`src/rtl/shift_sequencer_if.sv`:
```
// Handshake bundle for shift_sequencer: two requester channels, one result
// channel and the busy flag. The slave modport is the sequencer's view; the
// master modport is the view of whatever drives requests and takes results.
interface shift_sequencer_if;
  logic       req0_valid;
  logic       req0_ready;
  logic [7:0] req0_data;
  logic [2:0] req0_op;
  logic [2:0] req0_amt;

  logic       req1_valid;
  logic       req1_ready;
  logic [7:0] req1_data;
  logic [2:0] req1_op;
  logic [2:0] req1_amt;

  logic       res_valid;
  logic       res_ready;
  logic [7:0] res_data;
  logic       res_id;

  logic       busy;

  modport slave (
    input  req0_valid, req0_data, req0_op, req0_amt,
    input  req1_valid, req1_data, req1_op, req1_amt,
    input  res_ready,
    output req0_ready, req1_ready,
    output res_valid, res_data, res_id,
    output busy
  );

  modport master (
    output req0_valid, req0_data, req0_op, req0_amt,
    output req1_valid, req1_data, req1_op, req1_amt,
    output res_ready,
    input  req0_ready, req1_ready,
    input  res_valid, res_data, res_id,
    input  busy
  );
endinterface

```
`src/rtl/shift_sequencer.sv`:
```
// Two-requester multi-step shift sequencer. A round-robin arbiter accepts one
// operation at a time in IDLE, RUN applies one single-bit step per cycle for
// amt cycles, and DONE presents the 8-bit result until the consumer takes it.
module shift_sequencer (
  input  logic              clk,
  input  logic              rst,
  shift_sequencer_if.slave  bus
);

  typedef enum logic [1:0] {
    IDLE = 2'd0,
    RUN  = 2'd1,
    DONE = 2'd2
  } state_t;

  state_t     state_reg, state_next;
  logic [7:0] work_reg,  work_next;
  logic [2:0] op_reg,    op_next;
  logic [2:0] cnt_reg,   cnt_next;
  logic       id_reg,    id_next;
  // Index of the requester granted most recently; a tie goes to the other one.
  logic       last_reg,  last_next;

  logic       grant;
  logic       accept;
  logic [7:0] sel_data;
  logic [2:0] sel_op;
  logic [2:0] sel_amt;

  // One single-bit step of the selected operation on an 8-bit operand.
  function automatic logic [7:0] step(input logic [7:0] d, input logic [2:0] op);
    logic [7:0] r;
    case (op)
      3'b000:  r = {d[6:0], 1'b0};
      3'b001:  r = {1'b0, d[7:1]};
      3'b010:  r = {d[6:0], d[7]};
      3'b011:  r = {d[0], d[7:1]};
      3'b100:  r = {d[7], d[7:1]};
      default: r = d;
    endcase
    return r;
  endfunction

  // Round-robin choice between the valid requesters, from valids and pointer only.
  always_comb begin
    grant = 1'b0;
    if (bus.req0_valid && bus.req1_valid) begin
      grant = ~last_reg;
    end else if (bus.req1_valid) begin
      grant = 1'b1;
    end
  end

  assign bus.req0_ready = !rst && (state_reg == IDLE) && bus.req0_valid && !grant;
  assign bus.req1_ready = !rst && (state_reg == IDLE) && bus.req1_valid &&  grant;
  assign accept         = bus.req0_ready || bus.req1_ready;

  assign sel_data = grant ? bus.req1_data : bus.req0_data;
  assign sel_op   = grant ? bus.req1_op   : bus.req0_op;
  assign sel_amt  = grant ? bus.req1_amt  : bus.req0_amt;

  // Next-state and datapath updates for the IDLE/RUN/DONE sequence.
  always_comb begin
    state_next = state_reg;
    work_next  = work_reg;
    op_next    = op_reg;
    cnt_next   = cnt_reg;
    id_next    = id_reg;
    last_next  = last_reg;
    case (state_reg)
      IDLE: begin
        if (accept) begin
          work_next  = sel_data;
          op_next    = sel_op;
          cnt_next   = sel_amt;
          id_next    = grant;
          last_next  = grant;
          state_next = (sel_amt == 3'd0) ? DONE : RUN;
        end
      end
      RUN: begin
        work_next = step(work_reg, op_reg);
        cnt_next  = cnt_reg - 3'd1;
        if (cnt_reg == 3'd1) begin
          state_next = DONE;
        end
      end
      DONE: begin
        if (bus.res_ready) begin
          state_next = IDLE;
        end
      end
      default: begin
        state_next = IDLE;
      end
    endcase
  end

  // State register; reset aborts any operation and points the arbiter at requester 0.
  always_ff @(posedge clk) begin
    if (rst) begin
      state_reg <= IDLE;
      work_reg  <= 8'h00;
      op_reg    <= 3'd0;
      cnt_reg   <= 3'd0;
      id_reg    <= 1'b0;
      last_reg  <= 1'b1;
    end else begin
      state_reg <= state_next;
      work_reg  <= work_next;
      op_reg    <= op_next;
      cnt_reg   <= cnt_next;
      id_reg    <= id_next;
      last_reg  <= last_next;
    end
  end

  assign bus.res_valid = (state_reg == DONE);
  assign bus.res_data  = work_reg;
  assign bus.res_id    = id_reg;
  assign bus.busy      = (state_reg != IDLE);

endmodule

```
`src/flat_wrapper.sv`:
```
// flat-port wrapper written by rule: the top's interface ports become plain ports
module shift_sequencer_flat 
  (clk, rst, bus_req0_valid, bus_req0_data, bus_req0_op, bus_req0_amt, bus_req1_valid, bus_req1_data, bus_req1_op, bus_req1_amt, bus_res_ready, bus_req0_ready, bus_req1_ready, bus_res_valid, bus_res_data, bus_res_id, bus_busy);
  shift_sequencer_if bus_i ();
  input  logic clk;
  input  logic rst;
  input wire logic [$bits(bus_i.req0_valid)-1:0] bus_req0_valid;
  input wire logic [$bits(bus_i.req0_data)-1:0] bus_req0_data;
  input wire logic [$bits(bus_i.req0_op)-1:0] bus_req0_op;
  input wire logic [$bits(bus_i.req0_amt)-1:0] bus_req0_amt;
  input wire logic [$bits(bus_i.req1_valid)-1:0] bus_req1_valid;
  input wire logic [$bits(bus_i.req1_data)-1:0] bus_req1_data;
  input wire logic [$bits(bus_i.req1_op)-1:0] bus_req1_op;
  input wire logic [$bits(bus_i.req1_amt)-1:0] bus_req1_amt;
  input wire logic [$bits(bus_i.res_ready)-1:0] bus_res_ready;
  output wire logic [$bits(bus_i.req0_ready)-1:0] bus_req0_ready;
  output wire logic [$bits(bus_i.req1_ready)-1:0] bus_req1_ready;
  output wire logic [$bits(bus_i.res_valid)-1:0] bus_res_valid;
  output wire logic [$bits(bus_i.res_data)-1:0] bus_res_data;
  output wire logic [$bits(bus_i.res_id)-1:0] bus_res_id;
  output wire logic [$bits(bus_i.busy)-1:0] bus_busy;
  assign bus_i.req0_valid = bus_req0_valid;
  assign bus_i.req0_data = bus_req0_data;
  assign bus_i.req0_op = bus_req0_op;
  assign bus_i.req0_amt = bus_req0_amt;
  assign bus_i.req1_valid = bus_req1_valid;
  assign bus_i.req1_data = bus_req1_data;
  assign bus_i.req1_op = bus_req1_op;
  assign bus_i.req1_amt = bus_req1_amt;
  assign bus_i.res_ready = bus_res_ready;
  assign bus_req0_ready = bus_i.req0_ready;
  assign bus_req1_ready = bus_i.req1_ready;
  assign bus_res_valid = bus_i.res_valid;
  assign bus_res_data = bus_i.res_data;
  assign bus_res_id = bus_i.res_id;
  assign bus_busy = bus_i.busy;
  shift_sequencer u_core (.clk(clk), .rst(rst), .bus(bus_i));
endmodule
```
`config.mk`:
```
export PLATFORM = sky130hd
export DESIGN_NAME = shift_sequencer_flat
export DESIGN_NICKNAME = d
export VERILOG_FILES = /design/src/rtl/shift_sequencer_if.sv /design/src/rtl/shift_sequencer.sv /design/src/flat_wrapper.sv
export SDC_FILE = /design/constraint.sdc
export NUM_CORES = 1
export LEC_CHECK = 0
export CAP_MARGIN = 20
export CELL_PAD_IN_SITES_DETAIL_PLACEMENT = 0
export CELL_PAD_IN_SITES_GLOBAL_PLACEMENT = 1
export CORE_ASPECT_RATIO = 1.75
export CORE_MARGIN = 5
export CORE_UTILIZATION = 31
export CTS_CLUSTER_SIZE = 30
export DETAILED_ROUTE_END_ITERATION = 10
export PLACE_DENSITY_LB_ADDON = 0.25
export SYNTH_ARGS = -nofsm -noshare
export SYNTH_HDL_FRONTEND = slang
export SYNTH_SLANG_ARGS = --single-unit
```
`constraint.sdc`:
```
create_clock -name clk -period 2.1 [get_ports clk]
set_clock_uncertainty 0.15 [all_clocks]
set_input_delay 0.42 -clock clk [delete_from_list [all_inputs] [get_ports clk]]
set_output_delay 0.42 -clock clk [all_outputs]
set_load 0.02 [all_outputs]
```
After elaboration in Yosys (flattened, before gate mapping)
Index checks and enable logic that the tools add are counted.
{"block": "classes", "addsub": 1, "n_eq_ne": 13, "muxes": 15, "bitwise_logic": 1, "n_reduce_logical": 19}
{"op": "$pmux W8 S5", "count": 1}
{"op": "$mux W8", "count": 2}
{"op": "$pmux W8 S2", "count": 1}
{"op": "$mux W3", "count": 3}
{"op": "$mux W2", "count": 4}
{"op": "$eq A3 B1 Y1 const B", "count": 2}
{"op": "$eq A3 B2 Y1 const B", "count": 2}
{"op": "$logic_and A1 B1 Y1", "count": 6}
{"op": "$logic_not A3 Y1", "count": 2}
{"op": "$ne A6 B6 Y1 const B", "count": 1}
{"op": "$pmux W2 S3", "count": 1}
{"op": "$pmux W3 S2", "count": 1}
{"op": "$reduce_and A3 Y1", "count": 2}
{"op": "$ne A5 B5 Y1 const B", "count": 1}
{"op": "$ne A2 B1 Y1 const B", "count": 2}
{"op": "$ne A2 B2 Y1 const B", "count": 2}
{"op": "$reduce_and A2 Y1", "count": 2}
{"op": "$reduce_and A4 Y1", "count": 1}
{"op": "$reduce_bool A2 Y1", "count": 2}
{"op": "$eq A3 B3 Y1 const B", "count": 1}
{"op": "$sub A3 B1 Y3 const B", "count": 1}
{"op": "$eq A2 B1 Y1 const B", "count": 1}
{"op": "$eq A2 B2 Y1 const B", "count": 1}
{"op": "$logic_not A1 Y1", "count": 2}
{"op": "4 further kinds", "count": 5}
{"block": "totals", "ff_bits": 18, "inputBits": 33, "out_inout_bits": 13, "wordCells": 56}

Logic depth before layout (Yosys ltp)
Gate-level depths: netlist of run 1.
{"block": "depth", "depth_word": 7, "ltp_mapped": 8, "ltp_nobuf": 6}

Least setup slack after synthesis of run 1
OpenSTA, ideal clock, no wires.
{"block": "synth_timing", "kind": "reg2out", "from": "reg u_core.state_reg[0]", "to": "out bus_req0_ready", "arrival_time_ns": 1.605, "setup_slack_ns": -0.075, "stages_incl_launch_ff": 5, "n_path_buf": 1, "path_cell_list": "dfxtp_1 > buf_2 > nor2_1 > inv_1 > nor4b_1"}
{"block": "synth_between", "elab_chain_cells": 4}
{"element": "from (decl)", "line_no": "shift_sequencer.sv:16", "rtl": "state_t state_reg, state_next;"}
{"element": "from (signal assigned)", "line_no": "shift_sequencer.sv:109", "rtl": "state_reg <= state_next;"}
{"element": "$logic_not A2 Y1", "line_no": "shift_sequencer.sv:54", "rtl": "assign bus.req0_ready = !rst && (state_reg == IDLE) && bus.req0_valid && !grant;"}
{"element": "$logic_and A1 B1 Y1 (3 in series)", "line_no": "shift_sequencer.sv:54"}
{"element": "to (decl)", "line_no": "flat_wrapper.sv:16", "rtl": "output wire logic [$bits(bus_i.req0_ready)-1:0] bus_req0_ready;"}
No other way between the ends.

Worst setup path in the final report of run 1
{"block": "layout_timing", "from": "in bus_req1_valid", "to": "out bus_req1_ready"}
{"block": "layout_between", "elab_chain_cells": 3, "word_cells_on_any_way": 5, "cone_classes": "2 x mux; 3 x reduce/logical"}
{"element": "from (decl)", "line_no": "flat_wrapper.sv:11", "rtl": "input wire logic [$bits(bus_i.req1_valid)-1:0] bus_req1_valid;"}
{"element": "$mux W1 / $logic_and A1 B1 Y1 (equally long branches)", "line_no": "shift_sequencer.sv:49, shift_sequencer.sv:47"}
{"element": "$mux W1", "line_no": "shift_sequencer.sv:47", "rtl": "if (bus.req0_valid && bus.req1_valid) begin"}
{"element": "$logic_and A1 B1 Y1 *", "line_no": "shift_sequencer.sv:55", "rtl": "assign bus.req1_ready = !rst && (state_reg == IDLE) && bus.req1_valid && grant;"}
{"element": "to (decl)", "line_no": "flat_wrapper.sv:17", "rtl": "output wire logic [$bits(bus_i.req1_ready)-1:0] bus_req1_ready;"}
Every way passes the cells marked *; elsewhere a longest branch is shown, timed or not.

==> reports/summary.txt, run 1 <==
# DRC: 0
Count leader, synth: nand2_1
PwrDens: 771 nW/um^2
CTS Root Cell: clkbuf_8
Top cells by count, synth: nand2_1, nor2_1, dfxtp_1, mux2i_1, o21ai_0
Synthesized area: 1230 um^2
Outcome: completed
EDFF count, synth: 0
Largest net degree at the start of global routing: 23
Reg clk slew, reported paths: 0.07 ns
CTS buffer count: 3
Netlist cell types: 40
Worst-Skew Late Latency: 0.25 ns
FF-to-FF Start: u_core.op_reg[2]$_SDFFE_PP0P_
Startpoint Class: input pin
Worst slack, placed: -0.416 ns
Non-filler cells in the finished layout: 257
Worst slew pin tran: 0.592 ns
Die height: 93.5 um
Placed Cells: 253
CP Class: in2out
Antenna Nets Post-Route: 0
Yosys top cell by area: dfxtp_1
Placeable Area: 3870 um^2
Post-synthesis sequential area ratio: 29.2%
Dpl hpwl: 3.16 mm
Post-Syn Nets: 196
Worst Slack Setup Final: 0.0649 ns
Area Overhead vs Synth: 49.9%
Crit path capture: bus_req1_ready
Final setup violating endpoints: 0
GPL Wtd Cong: 0.805
Metal-1 WL: 1.39 mm
Cts hold-fix bufs: 0
Bufs on Longest Clock Path: 2
Leakage power: 0.783 nW
Final WL: 3.87 mm
Vias/cell: 5.29
Ys async rst share: 0%
Yosys top cell area share: 29.2%
Critical Path RT: 1.53 ns
Share of layout cells above drive strength 1: 12.0%
# IOs: 46
CTS tree: done
Fill count: 402
DRT iter0 DRCs: 20
Fin. max-slew vios: 0
Min cycle time layout: 2.04 ns
# diodes: 0
Seq. cell area: 360 um^2
Worst min path class: reg2reg
Worst slew margin: 60.4%
Critical Path AT: 1.47 ns
Fin. Hold Viols: 0
CTS Sinks: 18
Max FFs per register: 8
H-tree depth: 1
Vias in the first global route: 1428
Uppermost routed layer: met4
Maxcap violations: 0
Chip Width: 57.7 um
RSZ-0062 raised after global routing: false
Maximum vdd ir drop: 443 uV
Dominant cells by area after synthesis: dfxtp_1, mux2i_1, nand2_1
CP startpoint: bus_req1_valid
R2R setup slack: 0.32 ns
Total GRT Usage: 15.2%
Met2 WL: 2.13 mm
Final Cycle Share: 96.9%
Fmax: 491 MHz
Post-DP Area: 1770 um^2
Yosys reg bits: 18
Global-route wire length before repair: 6.38 mm
Num rows: 30
Most used DFF post-synth: dfxtp_1
Final instance area: 1850 um^2
Average size of a mapped cell: 7.67 um^2
Warnings from Yosys: 0
Mapped Cells: 161
Remaining global-route overflow: 0
PortBufs: 45
Met3 Wirelength: 276 um
First-pass DRT Iterations: 4
Cells on worst reg2reg path: 5
Starting Density: 31.9%
Antenna violations before repair: 0
R2r endpoint: u_core.bus.res_data[6]$_SDFFE_PP0P_
CP endpoint kind: output pin
Vias: 1360
Multi-input logic area: 813 um^2
Die Area: 5400 um^2
Setup Buffers After CTS: 0
Wirelength per Cell: 15.1 um
Crit-path max FO: 4
Nets: 245
layout by cell type, fill, tap and decap left out, drive strengths merged, types with 2 or more instances in the layout:
cell           count
a211oi             2
a21oi              6
a221oi             2
a22oi              7
a311oi             3
a31oi              7
buf               13
clkbuf             4
clkdlybuf4s50     41
dfxtp             18
ha                 2
inv                7
mux2i             12
nand2             23
nand2b             2
nand3b             4
nor2              20
nor2b              4
nor3               3
nor4               2
o21ai              8
power breakdown:
group	switching (mW)	internal (mW)	leakage, nW
sequential	0.0710	0.405	0.149
clock	0.116	0.167	0.0288
combinational	0.332	0.337	0.605
total	0.519	0.908	0.783
repair_timing:
action                                  CTS  global route
pin swaps                                 0             1
gates resized for setup                  12             7
endpoints found under the hold margin     0             0
endpoints found under the setup margin    4             6
how the worst min path moves through the flow:
stage / endpoint / slack (ns) / start / depth (start not counted)
after detailed placement: u_core.bus.res_id$_SDFFE_PP0P_ / 0.34 / u_core.bus.res_id$_SDFFE_PP0P_ / 2
after global placement: u_core.bus.res_id$_SDFFE_PP0P_ / 0.34 / u_core.bus.res_id$_SDFFE_PP0P_ / 2
after CTS: u_core.bus.res_id$_SDFFE_PP0P_ / 0.37 / u_core.bus.res_id$_SDFFE_PP0P_ / 2
final: u_core.bus.res_id$_SDFFE_PP0P_ / 0.36 / u_core.bus.res_id$_SDFFE_PP0P_ / 2
after floorplan: u_core.cnt_reg[1]$_SDFFE_PP0P_ / 0.32 / u_core.cnt_reg[1]$_SDFFE_PP0P_ / 2
after global routing: u_core.cnt_reg[2]$_SDFFE_PP0P_ / 0.39 / u_core.cnt_reg[2]$_SDFFE_PP0P_ / 2
cells by family after synthesis:
kind of cell               after synthesis  share of synthesized area (%)
AOI/OAI and AO/OA                       46                           26.2
adders and majority gates                2                           2.03
buffers and inverters                   19                           7.30
DFF                                     18                           29.2
muxes                                   12                           9.73
and+or+nand+nor                         64                           25.5
area by class of cell:
| class | count | share of cell area, % |
|---|---|---|
| well taps | 48 | 3.24 |
| flip-flops and latches | 18 | 19.5 |
| repair buffers | 56 | 29.0 |
| clock buffers | 4 | 2.97 |
| inverters | 7 | 1.42 |
| multi-input cells | 124 | 43.9 |
through the flow:
| stage | hold slack [ns] | power, mW | utilization [%] | setup TNS [ns] |
|---|---|---|---|---|
| after floorplan | 0.322 | 0.873 | - | 0 |
| after global placement | 0.341 | 1.13 | 45.8 | -2.02 |
| after detailed placement | 0.336 | 1.15 | 45.8 | -2.58 |
| after CTS | 0.366 | 1.43 | 47.0 | 0 |
| after global routing | 0.391 | 1.53 | 47.9 | 0 |
| final | 0.364 | 1.43 | 47.9 | 0 |
worst max-delay path, stage by stage:
cell and delay (ns):
clkdlybuf4s50_1 0.50, a21bo_2 0.27, nor3_2 0.10, buf_2 0.18
per-layer routing:
layer	up-vias	GRT usage [%]
met5	-	0
met4	0	6.58
met3	6	4.28
met2	45	29.2
met1	633	14.1
li1	676	-
No activity file was read; power rests on OpenSTA's default activity.
==> run 2, diff against run 1 <==
--- a/config.mk
+++ b/config.mk
@@ -11,6 +11,7 @@
 export CORE_ASPECT_RATIO = 1.75
 export CORE_MARGIN = 5
 export CORE_UTILIZATION = 31
+export CTS_CLUSTER_DIAMETER = 150
 export CTS_CLUSTER_SIZE = 30
 export DETAILED_ROUTE_END_ITERATION = 10
 export PLACE_DENSITY_LB_ADDON = 0.25
==> results of run 2 <==
The final DEF is identical to that of run 1; final timing and power are the same.
